<file path="src/rtl/vga_timing_ctrl.sv">
// VGA timing sequencer running entirely in the clk200 domain.
// A dot-enable strobe paces the horizontal/vertical counters, and all
// video outputs are registered from the post-advance counter values.
module vga_timing_ctrl #(
  parameter int unsigned DIV      = 8,
  parameter int unsigned H_ACTIVE = 640,
  parameter int unsigned H_FP     = 16,
  parameter int unsigned H_SYNC   = 96,
  parameter int unsigned H_BP     = 48,
  parameter int unsigned V_ACTIVE = 480,
  parameter int unsigned V_FP     = 10,
  parameter int unsigned V_SYNC   = 2,
  parameter int unsigned V_BP     = 33,
  parameter bit          SYNC_POL = 1'b0
) (
  input  logic       clk200,
  input  logic       rst_n,
  input  logic       run,
  input  logic       cfg_valid,
  input  logic [3:0] cfg_div,
  output logic       cfg_ready,
  output logic       dot_en,
  output logic       hsync,
  output logic       vsync,
  output logic       de,
  output logic [9:0] x,
  output logic [9:0] y,
  output logic       frame_start,
  output logic       busy
);

  localparam int unsigned H_TOTAL = H_ACTIVE + H_FP + H_SYNC + H_BP;
  localparam int unsigned V_TOTAL = V_ACTIVE + V_FP + V_SYNC + V_BP;
  localparam int unsigned HS_BEG  = H_ACTIVE + H_FP;
  localparam int unsigned HS_END  = HS_BEG + H_SYNC;
  localparam int unsigned VS_BEG  = V_ACTIVE + V_FP;
  localparam int unsigned VS_END  = VS_BEG + V_SYNC;

  typedef enum logic [1:0] {IDLE, RUN, DRAIN} state_t;

  state_t     state;
  logic [3:0] cur_div;
  logic [3:0] pend_div;
  logic [3:0] div_cnt;
  logic [3:0] cfg_clamped;
  logic [9:0] nx;
  logic [9:0] ny;
  logic       x_last;
  logic       y_last;
  logic       frame_end;
  logic       xfer;
  logic       apply;

  function automatic logic de_at(input logic [9:0] px, input logic [9:0] py);
    return (32'(px) < H_ACTIVE) && (32'(py) < V_ACTIVE);
  endfunction

  function automatic logic hs_at(input logic [9:0] px);
    return ((32'(px) >= HS_BEG) && (32'(px) < HS_END)) ? SYNC_POL : ~SYNC_POL;
  endfunction

  function automatic logic vs_at(input logic [9:0] py);
    return ((32'(py) >= VS_BEG) && (32'(py) < VS_END)) ? SYNC_POL : ~SYNC_POL;
  endfunction

  assign busy   = (state != IDLE);
  assign dot_en = busy && (div_cnt == cur_div - 4'd1);

  // Next counter position, frame-wrap detect and config handshake decode
  always_comb begin
    x_last      = (x == 10'(H_TOTAL - 1));
    y_last      = (y == 10'(V_TOTAL - 1));
    frame_end   = dot_en && x_last && y_last;
    nx          = x;
    ny          = y;
    if (dot_en) begin
      if (x_last) begin
        nx = '0;
        ny = y_last ? '0 : y + 10'd1;
      end else begin
        nx = x + 10'd1;
      end
    end
    cfg_clamped = (cfg_div < 4'd2) ? 4'd2 : cfg_div;
    xfer        = cfg_valid && cfg_ready;
    // a divider is pending exactly while cfg_ready is low
    apply       = !cfg_ready && ((state == IDLE) || frame_end);
  end

  // Sequencer FSM, divider, counters, registered video outputs and config
  always_ff @(posedge clk200 or negedge rst_n) begin
    if (!rst_n) begin
      state       <= IDLE;
      cur_div     <= 4'(DIV);
      pend_div    <= '0;
      cfg_ready   <= 1'b1;
      div_cnt     <= '0;
      x           <= '0;
      y           <= '0;
      de          <= 1'b0;
      frame_start <= 1'b0;
      hsync       <= ~SYNC_POL;
      vsync       <= ~SYNC_POL;
    end else begin
      frame_start <= 1'b0;
      case (state)
        IDLE: begin
          div_cnt <= '0;
          if (run) begin
            state       <= RUN;
            frame_start <= 1'b1;
            de          <= de_at('0, '0);
            hsync       <= hs_at('0);
            vsync       <= vs_at('0);
          end
        end
        RUN, DRAIN: begin
          div_cnt <= dot_en ? '0 : div_cnt + 4'd1;
          if (frame_end && (state == DRAIN) && !run) begin
            state <= IDLE;
            x     <= '0;
            y     <= '0;
            de    <= 1'b0;
            hsync <= ~SYNC_POL;
            vsync <= ~SYNC_POL;
          end else begin
            state       <= run ? RUN : DRAIN;
            x           <= nx;
            y           <= ny;
            de          <= de_at(nx, ny);
            hsync       <= hs_at(nx);
            vsync       <= vs_at(ny);
            frame_start <= frame_end;
          end
        end
        default: state <= IDLE;
      endcase

      // Transfer and apply are mutually exclusive: a transfer needs
      // cfg_ready high, an apply needs it low.
      if (apply) begin
        cur_div   <= pend_div;
        cfg_ready <= 1'b1;
      end else if (xfer) begin
        pend_div  <= cfg_clamped;
        cfg_ready <= 1'b0;
      end
    end
  end

endmodule

</file>
<file path="config.mk">
export PLATFORM = sky130hd
export DESIGN_NAME = vga_timing_ctrl
export DESIGN_NICKNAME = d
export VERILOG_FILES = /design/src/rtl/vga_timing_ctrl.sv
export SDC_FILE = /design/constraint.sdc
export NUM_CORES = 1
export LEC_CHECK = 0
export ABC_AREA = 1
export CAP_MARGIN = 15
export CORE_AREA = 2 2 100 102
export DETAILED_ROUTE_END_ITERATION = 8
export DIE_AREA = 0 0 102 104
export PLACE_DENSITY = 0.59
export SLEW_MARGIN = 0
export SYNTH_ARGS = -nofsm -noshare
export SYNTH_HDL_FRONTEND = slang
export SYNTH_SLANG_ARGS = --single-unit
</file>
<file path="constraint.sdc">
create_clock -name clk200 -period 4.1 [get_ports clk200]
set_input_delay 0.82 -clock clk200 [delete_from_list [all_inputs] [get_ports clk200]]
set_output_delay 0.82 -clock clk200 [all_outputs]
set_load 0.005 [all_outputs]
</file>
==> results of run 1 <==
==> cells in the mapped netlist, drive strengths merged (4+ instances only) <==
| cell | n |
|---|---|
| dfrtp | 35 |
| nor2 | 50 |
| nand3 | 32 |
| inv | 49 |
| ha | 8 |
| o22ai | 4 |
| nand4 | 8 |
| nand2 | 147 |
| clkbuf | 6 |
| xor2 | 4 |
| dfstp | 4 |
| o21ai | 39 |
| a21oi | 4 |
==> cells in the final DEF, fill, tap and decap left out, types with 8 or more instances in the layout <==
cell             instances
nand2_1                138
inv_1                   43
nor2_1                  40
o21ai_0                 35
dfrtp_1                 35
clkdlybuf4s50_1         33
nand3_1                 27
ha_1                     8
==> worst max-delay path by stage <==
| stage | slack [ns] | to | depth (start not counted) | from |
|---|---|---|---|---|
| after global routing | 0.84 | dot_en | 9 | cur_div[0]$_DFFE_PN0P_ |
| final | 0.96 | dot_en | 9 | cur_div[0]$_DFFE_PN0P_ |
| after detailed placement | 1.29 | dot_en | 9 | cur_div[0]$_DFFE_PN0P_ |
| after global placement | 1.34 | dot_en | 9 | cur_div[0]$_DFFE_PN0P_ |
| after floorplan | 1.90 | dot_en | 9 | cur_div[0]$_DFFE_PN0P_ |
| after CTS | 0.97 | dot_en | 9 | cur_div[0]$_DFFE_PN0P_ |
==> area by class of cell <==
cell class	instances	area (um2)
clock buffer	8	100
fill	1060	6180
inverter	51	196
multi-input combinational	307	1590
sequential	39	981
tap	133	166
timing repair buffer	35	343
==> power breakdown <==
part | switching (mW) | internal (mW)
clock network | 0.140 | 0.154
registers | 0.109 | 0.494
logic | 0.603 | 0.342
total | 0.853 | 0.990
==> worst min-delay path, cell delays in order (launching register included) <==
cell and delay (ns):
dfrtp_1 0.35, nand2_1 0.06, nand2_1 0.05
==> per-layer routing <==
metal | vias to the layer above | routed length (um) | GRT usage [%]
met2 | 52 | 3190 | 21.9
met1 | 1241 | 3390 | 19.4
met5 | - | 0 | 0
li1 | 1357 | - | -
met4 | 0 | 68 | 3.33
met3 | 8 | 283 | 3.09
==> registers in the layout, indices dropped and copies added, names as in the netlist <==
| register | count |
|---|---|
| hsync | 1 |
| div_cnt | 4 |
| de | 1 |
| y | 10 |
| cfg_ready | 1 |
| state | 2 |
| x | 10 |
| frame_start | 1 |
| pend_div | 4 |
| vsync | 1 |
| cur_div | 4 |
==> cell families after synthesis <==
| group | count (synthesis) |
|---|---|
| buffers and inverters | 59 |
| AOI/OAI and AO/OA | 51 |
| xor gates and xnor gates | 6 |
| and+or+nand+nor | 241 |
| adders and majority gates | 8 |
| DFF | 39 |
| muxes | 1 |
==> stage by stage <==
stage / hold slack [ns] / instance area (um2) / total power [mW] / setup WS [ns] / std cells
global route: 0.549 / 3370 / 2.02 / 0.844 / 573
finish: 0.488 / 3370 / 1.84 / 0.961 / 573
detailed placement: 0.466 / 3270 / 1.55 / 1.29 / 565
floorplan: 0.450 / 2810 / 1.27 / 1.90 / 405
global placement: 0.468 / 3270 / 1.53 / 1.34 / 565
CTS: 0.488 / 3370 / 1.86 / 0.972 / 573
==> impl_results.md, run 1 <==
* Compound-Gate Fraction of Synth Area at 10.1%
* Hold Crit Start: pend_div[2]$_DFFE_PN0P_
* Final HPWL DP at 5150 um
* Syn_area_per_cell at 6.94 um2
* Layout Nets at 455
* R2r setup slk at 1.79 ns
* Slew HR at 38.8%
* Slew of the pin with the lowest slew margin at 0.918 ns
* WP data required at 3.28 ns
* Ys flop type: dfrtp_1
* Synth Cell Area at 0.00281 mm2
* Synth top area share at 31.1%
* Clock tree root buffer cell: clkbuf_8
* Worst Hold Path Cells at 2
* CP top delay family: buffers and inverters
* Post-synthesis sequential area ratio at 34.9%
* Post-synth EDFFs at 0
* Slowest-stage cell, CP: clkdlybuf4s50_1
* Worst min path class: reg2reg
* CTS tree: done
* Post-synthesis cell type count at 38
* Reg2reg end: hsync$_DFFE_PN1P_
* RSZ-0062 raised after global routing: false
* Rows at 36
* Clock sink count at 39
* Post-synth ARST share at 100%
* Most used cell, CP: nand2_1
* Via/cell ratio at 4.64
* Htree depth at 2
* First-pass GRT wire length at 12200 um
* Pin count of the biggest net entering global routing at 40
* Adder-Cell Fraction of Synth Area at 3.56%
* IO Count at 35
* Xor/xnor cell area share of the yosys netlist at 1.87%
* Post-synthesis simple-gate area fraction at 40.5%
* Die outline width at 102 um
* Tot GR Track Use at 13.9%
* Antenna viol nets, final at 0
* Routed wire length at 6930 um
* Max frequency at 319 MHz
* Crit path launch type: flip-flop
* Syn nets at 421
* Clock transition at path regs at 0.07 ns
* CP Capture Type: primary output
* # diodes at 0
* Final setup viols at 0
* Pwr dens at 546 mW/mm2
* Post_cts resized at 0
* Leak at 1.53 nW
* First-pass iteration count of the detailed router at 4
* RePlAce Congestion at 0.872
* Min-Delay Endpoint: pend_div[2]$_DFFE_PN0P_
* WL per Instance at 12.1 um
* Die Y-Extent at 104 um
* Mux contribution to synthesized area at 0.356%
* Top area cells in the synthesized netlist: dfrtp_1 (31%), nand2_1 (18%), o21ai_0 (6.2%)
* Final Hold Fails at 0
* Clk_lat worst skew at 0.29 ns
* Largest family of logic cells by synthesized area: simple AND/OR/NAND/NOR gates
* # Post-CTS Setup Buffers at 0
* Worst reg2reg path startpoint: cur_div[0]$_DFFE_PN0P_
* Reg2reg path depth at 15
* Skew final at 0.0119 ns
* Syn. warnings at 0
* Fin util at 35.3%
* Core Region at 0.00955 mm2
* Tmin final at 3.14 ns
* Max Cap Viol at 0
* CTS Hold Bufs at 0
* Setup TNS at 0 ns
* Detailed Route Iter0 Violations at 81
* Grt total ovfl at 0
* Slew Limit Fails at 0
* WP data arrival at 2.32 ns
* Final period util at 76.6%
* Worst Path Buf+Inv at 3
* Initial antenna violation count at 0
* Crit path cell chain: inv_2, ha_1, inv_1, nand2_1, nand2_1, nor2_4, nand2_4, nor2_8, clkdlybuf4s50_1
* DRC at 0
* Crit Path Max Fanout at 17
* Number of I/O port buffers at 34
* Die Area at 0.0106 mm2
* Yosys reg bits at 39
* Ratio of cells with drive above 1 in the final layout at 11.4%
* Cell taking the most area after synthesis: dfrtp_1
* TritonCTS Buffers at 5
* Status: complete, no violations
* Initial Util at 29.5%
* Area Growth Syn to Fin at 19.9%
* Worst stage delay on the critical path at 0.55 ns
* Gate Count Post-Synth at 405
* Vias in the first global route at 2604
* VDD IR max at 0.284 mV
* Via count at 2658
* Clk buf depth at 2
* WS Path Type: reg2out
(Power assumes the default switching activity.)
==> inputs of run 2 (changes only) <==
==> constraint.sdc (replaced) <==
create_clock -name clk200 -period 3.3 [get_ports clk200]
set_input_delay 0.66 -clock clk200 [delete_from_list [all_inputs] [get_ports clk200]]
set_output_delay 0.66 -clock clk200 [all_outputs]
set_load 0.005 [all_outputs]
==> run 2 against run 1 <==
  * Sequential power up 24%
  * Via count down 2.7%
  * Global-route usage down 0.30 points
  * Largest cell class unchanged
  * Worst hold slack better by 0.0042 ns
  * Clock-buffer cell count down 1
  * Utilization down 0.20 points
  * Register-to-register slack worse by 0.78 ns
  * Sequential cell count unchanged
  * Clock power up 11%
  * Combinational power up 23%
  * Power up 21%
  * Sequential share of layout area up 0.16 points
==> impl_results.md, run 2 (synthesized netlist as in run 1, its figures left out) <==
* RePlAce Congestion at 0.872
* Slew Limit Fails at 0
* Crit Path Max Fanout at 17
* VDD IR max at 0.348 mV
* Tot GR Track Use at 13.6%
* Final HPWL DP at 5060 um
* Die outline width at 102 um
* Post_cts resized at 0
* Initial antenna violation count at 0
* Htree depth at 2
* Grt total ovfl at 0
* Pin count of the biggest net entering global routing at 40
* Most used cell, CP: nand2_1
* Slew of the pin with the lowest slew margin at 0.927 ns
* IO Count at 35
* WP depth at 8
* Detailed Route Iter0 Violations at 119
* Vias in the first global route at 2572
* First-pass iteration count of the detailed router at 4
* Worst Path Buf+Inv at 2
* Max frequency at 337 MHz
* Core Region at 0.00955 mm2
* Clk buf depth at 2
* Via/cell ratio at 4.51
* # Post-CTS Setup Buffers at 0
* Die Y-Extent at 104 um
* Clk_lat worst skew at 0.30 ns
* Layout Nets at 455
* Clock sink count at 39
* Skew final at 0.0137 ns
* Worst stage delay on the critical path at 0.55 ns
* Crit path cell chain: inv_2, ha_1, nand2_1, nand2_1, nor2_4, nand2_4, nor2_8, clkdlybuf4s50_1
* Post-DP Area at 0.00327 mm2
* DP Cell Count at 565
* Final setup viols at 0
* DRC at 0
* Worst min path class: reg2reg
* CTS Hold Bufs at 0
* # diodes at 0
* WP data required at 2.64 ns
* Comb pwr share at 52.1%
* Rows at 36
* Area Growth Syn to Fin at 19.2%
* Antenna viol nets, final at 0
* Internal at 1.19 mW
* Max Cap Viol at 0
* P_sw at 1.05 mW
* Power share of the sequential group at 33.3%
* Crit path launch type: flip-flop
* Final Instance Count excl. Fillers at 573
* WP data arrival at 2.31 ns
* Most frequent cells in the layout: nand2_1 (138), inv_1 (43), nor2_1 (40)
* CTS tree: done
* Clock transition at path regs at 0.07 ns
* Post-route cell area at 0.00335 mm2
* Final period util at 89.9%
* Regs by FF count: x: 10 flops, y: 10 flops
* CP Capture Type: primary output
* Reg2reg path depth at 14
* Sw Ratio at 46.9%
* Slew HR at 38.2%
* Pwr dens at 666 mW/mm2
* Die Area at 0.0106 mm2
* Tmin final at 2.97 ns
* First-pass GRT wire length at 11900 um
* Status: complete, no violations
* Leak at 1.52 nW
* TritonCTS Buffers at 5
* RSZ-0062 raised after global routing: false
* Clock power frac at 14.6%
* Slowest-stage cell, CP: clkdlybuf4s50_1
* WL per Instance at 11.9 um
* Worst Hold Path Cells at 2
* Hold slack at 0.492 ns
* WS Path Type: reg2out
* Final Hold Fails at 0
* Ratio of cells with drive above 1 in the final layout at 11.1%
* Number of I/O port buffers at 34
* Routed wire length at 6830 um
* Setup TNS at 0 ns
* Initial Util at 29.5%
* CP top delay family: simple AND/OR/NAND/NOR gates
* Via count at 2586
* Clock tree root buffer cell: clkbuf_8
* Commonest non-fill, non-tap cell in the layout: nand2_1
-- run 2: changes by cell type in the layout (fill, tap and decap cells not counted) --
cell | previous run | this run
clkinv_2 | 0 | 1
clkbuf_8 | 7 | 5
clkbuf_1 | 1 | 2
-- run 2: final cells by class --
cell class	count	area [um2]
clock buffers	7	76.3
clock inverters	1	5.00
fillers	1035	6200
inverters	51	196
multi-input cells	307	1590
flip-flops and latches	39	981
well taps	133	166
repair buffers	35	343
-- run 2: stage by stage --
step,setup WS [ns],power [mW],util (%)
finish,0.332,2.23,35.1
global route,0.176,2.46,35.1
CTS,0.308,2.27,35.1
detailed placement,0.658,1.93,34.3
global placement,0.705,1.90,34.3
floorplan,1.26,1.57,-
-- run 2: path summary, 6_finish.rpt --
kind	from	end	slack [ns]
worst max-delay path	cur_div[0]$_DFFE_PN0P_	dot_en	0.33
max in group asynchronous	rst_n	cur_div[1]$_DFFE_PN0P_	2.22
worst min register to register	pend_div[2]$_DFFE_PN0P_	pend_div[2]$_DFFE_PN0P_	0.49
worst max register to register	cur_div[0]$_DFFE_PN0P_	vsync$_DFFE_PN1P_	1.01
worst min-delay path	pend_div[2]$_DFFE_PN0P_	pend_div[2]$_DFFE_PN0P_	0.49
min in group asynchronous	rst_n	frame_start$_DFF_PN0_	0.50
-- run 2: worst register-to-register path: stages (launching register included) --
cell     delay (ns)
dfrtp_1        0.44
inv_2          0.08
ha_1           0.31
nand2_1        0.08
nand2_1        0.10
nor2_4         0.18
nand3_4        0.27
nor2_8         0.25
nand2_4        0.08
nand2_1        0.08
nor2_1         0.05
nor2_1         0.09
nand2_1        0.06
nor2_1         0.11
nor2_1         0.05
-- run 2: power groups by stage --
stage               sequential (mW)  clock, mW  combinational, mW
floorplan                     0.720          0              0.853
global placement              0.750          0               1.15
detailed placement            0.754          0               1.17
CTS                           0.746      0.338               1.18
global route                  0.769      0.361               1.34
finish                        0.745      0.326               1.16
-- run 2: layer usage --
metal	vias up	share of wire, %	global-route usage [%]
li1	1359	-	-
met1	1163	48	19.1
met2	60	46	21.7
met3	4	5.3	2.89
met4	0	0.73	2.76
met5	-	0	0
